==> src/rtl/alu_pkg.sv <==
// Shared opcode constants, illegal-op predicate and sequencer state encoding
// for the ALU operation sequencer.
package alu_pkg;

  localparam logic [3:0] ALU_OP_ADD = 4'h0;
  localparam logic [3:0] ALU_OP_SUB = 4'h1;
  localparam logic [3:0] ALU_OP_MUL = 4'h2;
  localparam logic [3:0] ALU_OP_DIV = 4'h3;
  localparam logic [3:0] ALU_OP_SHR = 4'h4;
  localparam logic [3:0] ALU_OP_SHL = 4'h5;
  localparam logic [3:0] ALU_OP_ROR = 4'h6;
  localparam logic [3:0] ALU_OP_ROL = 4'h7;
  localparam logic [3:0] ALU_OP_AND = 4'h8;
  localparam logic [3:0] ALU_OP_OR  = 4'h9;
  localparam logic [3:0] ALU_OP_NEG = 4'hA;
  localparam logic [3:0] ALU_OP_NOT = 4'hB;

  typedef enum logic [1:0] {
    SEQ_IDLE = 2'd0,
    SEQ_EXEC = 2'd1,
    SEQ_RESP = 2'd2
  } seq_state_e;

  // Every code above NOT (1100..1111) is unassigned.
  function automatic logic is_illegal_op(input logic [3:0] op);
    return op > ALU_OP_NOT;
  endfunction

endpackage

==> src/rtl/alu_lat_counter.sv <==
// Loadable down-counter that times the ALU latency; stops at zero and
// flags terminal count.
module alu_lat_counter #(
  parameter int W = 3
) (
  input  logic         clk,
  input  logic         clr,
  input  logic         load,
  input  logic [W-1:0] load_val,
  output logic         zero
);

  logic [W-1:0] cnt_q;

  always_ff @(posedge clk) begin
    if (clr) begin
      cnt_q <= '0;
    end else if (load) begin
      cnt_q <= load_val;
    end else if (cnt_q != '0) begin
      cnt_q <= cnt_q - W'(1);
    end
  end

  assign zero = (cnt_q == '0);

endmodule

==> src/rtl/alu_op_sequencer.sv <==
// ALU operation sequencer: request handshake, latency wait, held response.
// Optional ALU_DIVZERO_CHECK_EN short-circuits divide-by-zero into an error response.
//
// state    | meaning
// SEQ_IDLE | waiting for a request, req_ready=1
// SEQ_EXEC | operands issued to ALU, counting down latency
// SEQ_RESP | result held, waiting for rsp_ready
module alu_op_sequencer
  import alu_pkg::*;
#(
  parameter int MUL_LAT = 4,
  parameter int DIV_LAT = 2,
  parameter int ALU_LAT = 1
) (
  input  logic        clk,
  input  logic        clr,
  input  logic        req_valid,
  output logic        req_ready,
  input  logic [3:0]  req_op,
  input  logic [31:0] req_a,
  input  logic [31:0] req_b,
  output logic [31:0] alu_a,
  output logic [31:0] alu_b,
  output logic [3:0]  alu_ctrl,
  output logic        alu_enable,
  input  logic [31:0] alu_zhi,
  input  logic [31:0] alu_zlow,
  output logic        rsp_valid,
  input  logic        rsp_ready,
  output logic [31:0] rsp_hi,
  output logic [31:0] rsp_lo,
  output logic        rsp_err,
  output logic        busy
);

  localparam int MAX_LAT = (MUL_LAT > DIV_LAT)
                         ? ((MUL_LAT > ALU_LAT) ? MUL_LAT : ALU_LAT)
                         : ((DIV_LAT > ALU_LAT) ? DIV_LAT : ALU_LAT);
  localparam int CNT_W = $clog2(MAX_LAT + 1);

  localparam logic [CNT_W-1:0] MUL_LD = CNT_W'(MUL_LAT - 1);
  localparam logic [CNT_W-1:0] DIV_LD = CNT_W'(DIV_LAT - 1);
  localparam logic [CNT_W-1:0] ALU_LD = CNT_W'(ALU_LAT - 1);

  seq_state_e  state_q, state_d;
  logic [31:0] a_q, a_d, b_q, b_d;
  logic [3:0]  ctrl_q, ctrl_d;
  logic [31:0] rsp_hi_q, rsp_hi_d, rsp_lo_q, rsp_lo_d;
  logic        rsp_err_q, rsp_err_d;

  logic             cnt_load;
  logic [CNT_W-1:0] cnt_load_val;
  logic             cnt_zero;
  logic             accept;
  logic             div_zero;

  assign accept = req_valid && req_ready;

`ifdef ALU_DIVZERO_CHECK_EN
  assign div_zero = (req_op == ALU_OP_DIV) && (req_b == '0);
`else
  assign div_zero = 1'b0;
`endif

  alu_lat_counter #(.W(CNT_W)) u_lat_counter (
    .clk      (clk),
    .clr      (clr),
    .load     (cnt_load),
    .load_val (cnt_load_val),
    .zero     (cnt_zero)
  );

  always_comb begin
    state_d      = state_q;
    a_d          = a_q;
    b_d          = b_q;
    ctrl_d       = ctrl_q;
    rsp_hi_d     = rsp_hi_q;
    rsp_lo_d     = rsp_lo_q;
    rsp_err_d    = rsp_err_q;
    cnt_load     = 1'b0;
    cnt_load_val = ALU_LD;
    case (state_q)
      SEQ_IDLE: begin
        if (accept) begin
          if (is_illegal_op(req_op) || div_zero) begin
            // Rejected ops never reach the ALU, so the issued operands keep their old values.
            state_d   = SEQ_RESP;
            rsp_err_d = 1'b1;
            rsp_hi_d  = '0;
            rsp_lo_d  = div_zero ? 32'hFFFF_FFFF : 32'h0;
          end else begin
            state_d  = SEQ_EXEC;
            a_d      = req_a;
            b_d      = req_b;
            ctrl_d   = req_op;
            cnt_load = 1'b1;
            case (req_op)
              ALU_OP_MUL: cnt_load_val = MUL_LD;
              ALU_OP_DIV: cnt_load_val = DIV_LD;
              default:    cnt_load_val = ALU_LD;
            endcase
          end
        end
      end
      SEQ_EXEC: begin
        if (cnt_zero) begin
          state_d   = SEQ_RESP;
          rsp_hi_d  = alu_zhi;
          rsp_lo_d  = alu_zlow;
          rsp_err_d = 1'b0;
        end
      end
      SEQ_RESP: begin
        if (rsp_ready) state_d = SEQ_IDLE;
      end
      default: state_d = SEQ_IDLE;
    endcase
  end

  always_ff @(posedge clk) begin
    if (clr) begin
      state_q   <= SEQ_IDLE;
      a_q       <= '0;
      b_q       <= '0;
      ctrl_q    <= '0;
      rsp_hi_q  <= '0;
      rsp_lo_q  <= '0;
      rsp_err_q <= 1'b0;
    end else begin
      state_q   <= state_d;
      a_q       <= a_d;
      b_q       <= b_d;
      ctrl_q    <= ctrl_d;
      rsp_hi_q  <= rsp_hi_d;
      rsp_lo_q  <= rsp_lo_d;
      rsp_err_q <= rsp_err_d;
    end
  end

  assign req_ready  = (state_q == SEQ_IDLE) && !clr;
  assign alu_enable = (state_q == SEQ_EXEC);
  assign rsp_valid  = (state_q == SEQ_RESP);
  assign busy       = (state_q != SEQ_IDLE);
  assign alu_a      = a_q;
  assign alu_b      = b_q;
  assign alu_ctrl   = ctrl_q;
  assign rsp_hi     = rsp_hi_q;
  assign rsp_lo     = rsp_lo_q;
  assign rsp_err    = rsp_err_q;

endmodule

==> config.mk <==
export PLATFORM = sky130hd
export DESIGN_NAME = alu_op_sequencer
export DESIGN_NICKNAME = d
export VERILOG_FILES = /design/src/rtl/alu_pkg.sv /design/src/rtl/alu_lat_counter.sv /design/src/rtl/alu_op_sequencer.sv
export SDC_FILE = /design/constraint.sdc
export NUM_CORES = 1
export LEC_CHECK = 0
export ABC_CLOCK_PERIOD_IN_PS = 1900
export CORE_MARGIN = 3
export CORE_UTILIZATION = 39
export DETAILED_ROUTE_END_ITERATION = 10
export PLACE_DENSITY = 0.9
export SETUP_SLACK_MARGIN = 0.5
export SLEW_MARGIN = 25
export SYNTH_ARGS = -nofsm -noshare
export SYNTH_HDL_FRONTEND = slang
export SYNTH_SLANG_ARGS = --single-unit
==> constraint.sdc <==
create_clock -name clk -period 1.9 [get_ports clk]
set_input_delay 0.19 -clock clk [delete_from_list [all_inputs] [get_ports clk]]
set_output_delay 0.19 -clock clk [all_outputs]
set_load 0.05 [all_outputs]
==> flow_results.org <==
** Timing
- Setup repair after global routing missed its margin :: yes
- Headroom to the max-slew limit came out at 58.0%.
- Setup violations remaining at the end of the flow were counted as 0.
- Based on the critical path, the design can be clocked at up to 561 MHz.
- Final critical-path setup slack :: 0.117 ns
- The number of pins with negative max-slew slack in the final report was 0.
- The clock arrives with 0.00975 ns of skew.
- The final critical path takes up 93.8% of the cycle.
- Final Hold Viols :: 0
- For the finished layout, the period the worst path requires is 1.78 ns.
- For the pin with the worst max-slew slack, the measured transition is 0.631 ns.

** Final layout
- The number of antenna diodes in the final layout is 0.
- The count of cells in the finished layout, fillers not included, comes to 1,066.
- In the final layout, the share of cells above drive strength 1 is 25.4%.
- Area growth, synth to finish :: 80.2%
- The final layout contains 1,023 nets.

** Logic synthesis
- Summed over its instances, the top area cell type makes up 55.5% of the synthesized netlist area.
- By instance count, the leading cell after synthesis is sky130_fd_sc_hd__nand2_1.
- The number of nets handed over by synthesis was 758.
- Counting instances in the post-synthesis netlist gives the leading cell types as sky130_fd_sc_hd__nand2_1 (201), sky130_fd_sc_hd__dfxtp_1 (138), sky130_fd_sc_hd__a21oi_1 (133).
- Number of instances in the synthesized netlist :: 620
- Synth area leaders :: sky130_fd_sc_hd__dfxtp_1 (55%), sky130_fd_sc_hd__nand2_1 (15%), sky130_fd_sc_hd__a21oi_1 (13%), sky130_fd_sc_hd__nand3_1 (6.4%), sky130_fd_sc_hd__clkbuf_1 (2.2%)
- Average instance area after synthesis :: 8.03 sq um
- For this run, the register share of the synthesized area comes to 55.5%.
- Yosys mapped a number of flops with a built-in enable equal to 0.
- Area of the mapped netlist :: 4980 sq um
- The Yosys step of the flow raised 0 warnings.
- Number of distinct standard cells referenced by the synthesized netlist :: 26
- Register bit total from synthesis :: 138
- Proportion of synthesized flip-flops having asynchronous set or reset :: 0%
- Dominant cell type by area after synthesis :: sky130_fd_sc_hd__dfxtp_1
- Among all flip-flop cells after synthesis, the most frequent one is sky130_fd_sc_hd__dfxtp_1.

** Worst setup path
- The worst setup path is launched from a register.
- Traced cell by cell, the critical path runs through or4b_4 -> a21oi_4 -> buf_6 -> clkbuf_16 -> nand2_1 -> a21oi_1.
- Critical-path maximum fanout :: 5
- Worst reg2reg endpoint :: alu_a[5]$_SDFFE_PP0N_
- STA puts the critical path data required time at 2.23 ns.
- Reg2Reg Launch Point :: state_q[1]$_SDFFE_PP0P_
- STA puts the critical path data arrival time at 2.11 ns.
- Reg2Reg Depth :: 6
- On the worst path, the slowest cell contributes a delay of 0.55 ns.
- The worst setup path is captured at a register.
- The most critical setup path has its endpoint at alu_a[5]$_SDFFE_PP0N_.
- Crit path launch :: state_q[1]$_SDFFE_PP0P_
- Critical path's slowest cell :: sky130_fd_sc_hd__or4b_4
- The worst register-to-register path has a setup slack of 0.12 ns.
- Type of the worst setup path :: register to register

** Clock network
- TritonCTS built the clock tree.
- CTS Root Cell :: sky130_fd_sc_hd__clkbuf_16
- Sink Count :: 138
- H-tree levels :: 4
- Clock slew at the register clock pins of the worst setup and hold paths :: 0.06 ns
- Insertion delay of the later-clocked pin in the worst-skew pair :: 0.42 ns
- Cts bufs inserted :: 17
- Hold_buf cts :: 0
- No sink is reached through more buffers than the 2 on the longest clock path.

** Global route
- Entering global routing, the biggest net connects 140 pins.
- Number of antenna violations at the first check in global routing :: 0
- The number of global-route vias before repair was 5,285.
- GRT Util Overall :: 23.2%
- For this run the aggregate overflow at the end of global routing stands at 0.
- The first global-routing pass estimated 26.4 mm of wire.

** Die
- Rows :: 40
- Total die area :: 14,200 sq um
- Die width :: 119 um
- The core region is 12,300 sq um.
- Top Ports :: 273
- The die is 119 um tall.
- Once the floorplan was initialized, standard cells occupied 40.6% of the core.

** Routing
- After the first detailed-routing iteration, the DRC count stood at 401.
- Once detail routing completed, the nets flagged for antenna violations numbered 0.
- Routed vias :: 5,351
- After detailed routing, the number of vias per cell comes to 5.02.
- Drt pass-1 iters :: 5
- Total Routed Length :: 18.1 mm
- After detailed routing, the average wire length per cell comes to 16.9 um.
- After detailed routing, the number of remaining DRC violations is 0.

** Min path
- The path class of the tightest hold or removal check is primary input to register.

** Outcome
- The run finished with clean final reports.

** Power
- Across the VDD grid, the largest voltage drop is 634 uV.
- Standby leakage power :: 3.15 nW
- Dividing total power by cell area gives a power density of 966 nW/um^2.

** Run
- Number of max-cap violations :: 0

** Placed design
- Number of placed instances, taps included :: 1,023
- The count of buffers added on input and output ports is 272.
- RD Place Congestion :: 0.776
- Timing analysis after detailed placement gives a worst setup slack of -0.0424 ns.
- The wire-length estimate of the detail-placed layout is 11.2 mm.
-- cells in the final DEF, fill, tap and decap left out, types with 3 or more instances in the layout --
cell | synthesis | routed
sky130_fd_sc_hd__nand2_4 | 0 | 4
sky130_fd_sc_hd__buf_6 | 9 | 6
sky130_fd_sc_hd__buf_4 | 1 | 8
sky130_fd_sc_hd__clkinv_2 | 0 | 3
sky130_fd_sc_hd__buf_8 | 0 | 3
sky130_fd_sc_hd__clkbuf_8 | 0 | 6
sky130_fd_sc_hd__clkdlybuf4s50_1 | 0 | 134
sky130_fd_sc_hd__dfxtp_1 | 138 | 136
sky130_fd_sc_hd__nand3_1 | 64 | 60
sky130_fd_sc_hd__inv_1 | 3 | 3
sky130_fd_sc_hd__a21oi_2 | 1 | 6
sky130_fd_sc_hd__nand3_2 | 0 | 4
sky130_fd_sc_hd__nor2_4 | 0 | 3
sky130_fd_sc_hd__nor2_1 | 7 | 4
sky130_fd_sc_hd__clkbuf_16 | 0 | 20
sky130_fd_sc_hd__clkbuf_1 | 29 | 3
sky130_fd_sc_hd__buf_12 | 0 | 10
sky130_fd_sc_hd__nand2_1 | 201 | 191
sky130_fd_sc_hd__clkdlybuf4s15_2 | 0 | 133
sky130_fd_sc_hd__a21oi_1 | 133 | 127
sky130_fd_sc_hd__nand2_2 | 0 | 6
-- final cells by class --
| class | instances | area (sq um) |
|---|---|---|
| Clock inverter | 6 | 60.1 |
| Tap cell | 168 | 210 |
| Fill cell | 801 | 3290 |
| Sequential cell | 138 | 2770 |
| Clock buffer | 26 | 519 |
| Inverter | 3 | 11.3 |
| Multi-Input combinational cell | 427 | 2090 |
| Timing Repair Buffer | 298 | 3310 |
-- metal layers --
layer | vias up | global-route usage [%] | part of all wire [%]
li1 | 2575 | - | -
met1 | 2485 | 24.6 | 37
met2 | 238 | 40.8 | 51
met3 | 53 | 8.78 | 8.0
met4 | 0 | 10.4 | 3.8
met5 | - | 0 | 0
-- cells by family (layout without fill, tap and decap cells) --
group	after synthesis	count (layout)	share of synthesized area (%)
AOI/OAI and AO/OA	137	137	14.0
xor gates and xnor gates	2	2	0.352
adders and majority gates	2	2	0.502
buffers and inverters	55	333	5.70
DFF	138	138	55.5
and+or+nand+nor	286	286	24.0
-- how the worst min path moves through the flow --
stage	cells past startpoint	slack, ns	startpoint	end
2_1_floorplan	2	0.33	alu_zhi[0]	rsp_hi[0]$_SDFFE_PP0P_
3_3_place_gp	2	0.44	alu_a[25]$_SDFFE_PP0N_	alu_a[25]$_SDFFE_PP0N_
3_5_place_dp	2	0.44	alu_a[22]$_SDFFE_PP0N_	alu_a[22]$_SDFFE_PP0N_
4_1_cts	3	0.31	req_b[28]	alu_b[28]$_SDFFE_PP0N_
5_1_grt	3	0.31	req_a[12]	alu_a[12]$_SDFFE_PP0N_
6_report	3	0.32	req_b[28]	alu_b[28]$_SDFFE_PP0N_
-- per-stage QoR --
stage / total power [mW] / setup TNS, ns / area, sq um / util, % / hold slack, ns
after floorplan: 4.58 / 0 / 5070 / - / 0.326
after global placement: 5.37 / 0 / 7900 / 64.4 / 0.437
after detailed placement: 5.42 / -0.493 / 7900 / 64.4 / 0.445
after CTS: 8.60 / 0 / 8720 / 71.1 / 0.306
after global routing: 9.02 / 0 / 8970 / 73.2 / 0.309
final: 8.67 / 0 / 8970 / 73.2 / 0.321
-- power by group --
part | internal [mW] | total [mW] | switching [mW] | leakage [nW]
sequential | 3.11 | 3.22 | 0.116 | 1.12
combinational | 0.895 | 2.26 | 1.37 | 1.75
clock | 2.00 | 3.18 | 1.18 | 0.282
-- timing repair --
item,4_1_cts,5_1_grt
cloned,1,5
pin swaps,0,16
setup buffers,2,3
resized for setup,408,44
setup endpoints to repair,275,142
-- worst max-delay path: cells and delay by family (launching register included) --
family	cells	cell delay [ns]
buffers and inverters	2	0.34
AND/OR/NAND/NOR	2	0.61
AO/OA/AOI/OAI	2	0.38
flip-flops	1	0.36
-- registers in the layout (all words and copies together) (netlist names) --
name	count
alu_a	32
alu_b	32
alu_ctrl	4
rsp_err	1
rsp_hi	32
rsp_lo	32
state_q	2
u_lat_counter.cnt_q	3
Note: power is estimated with default switching activity, not from simulation.
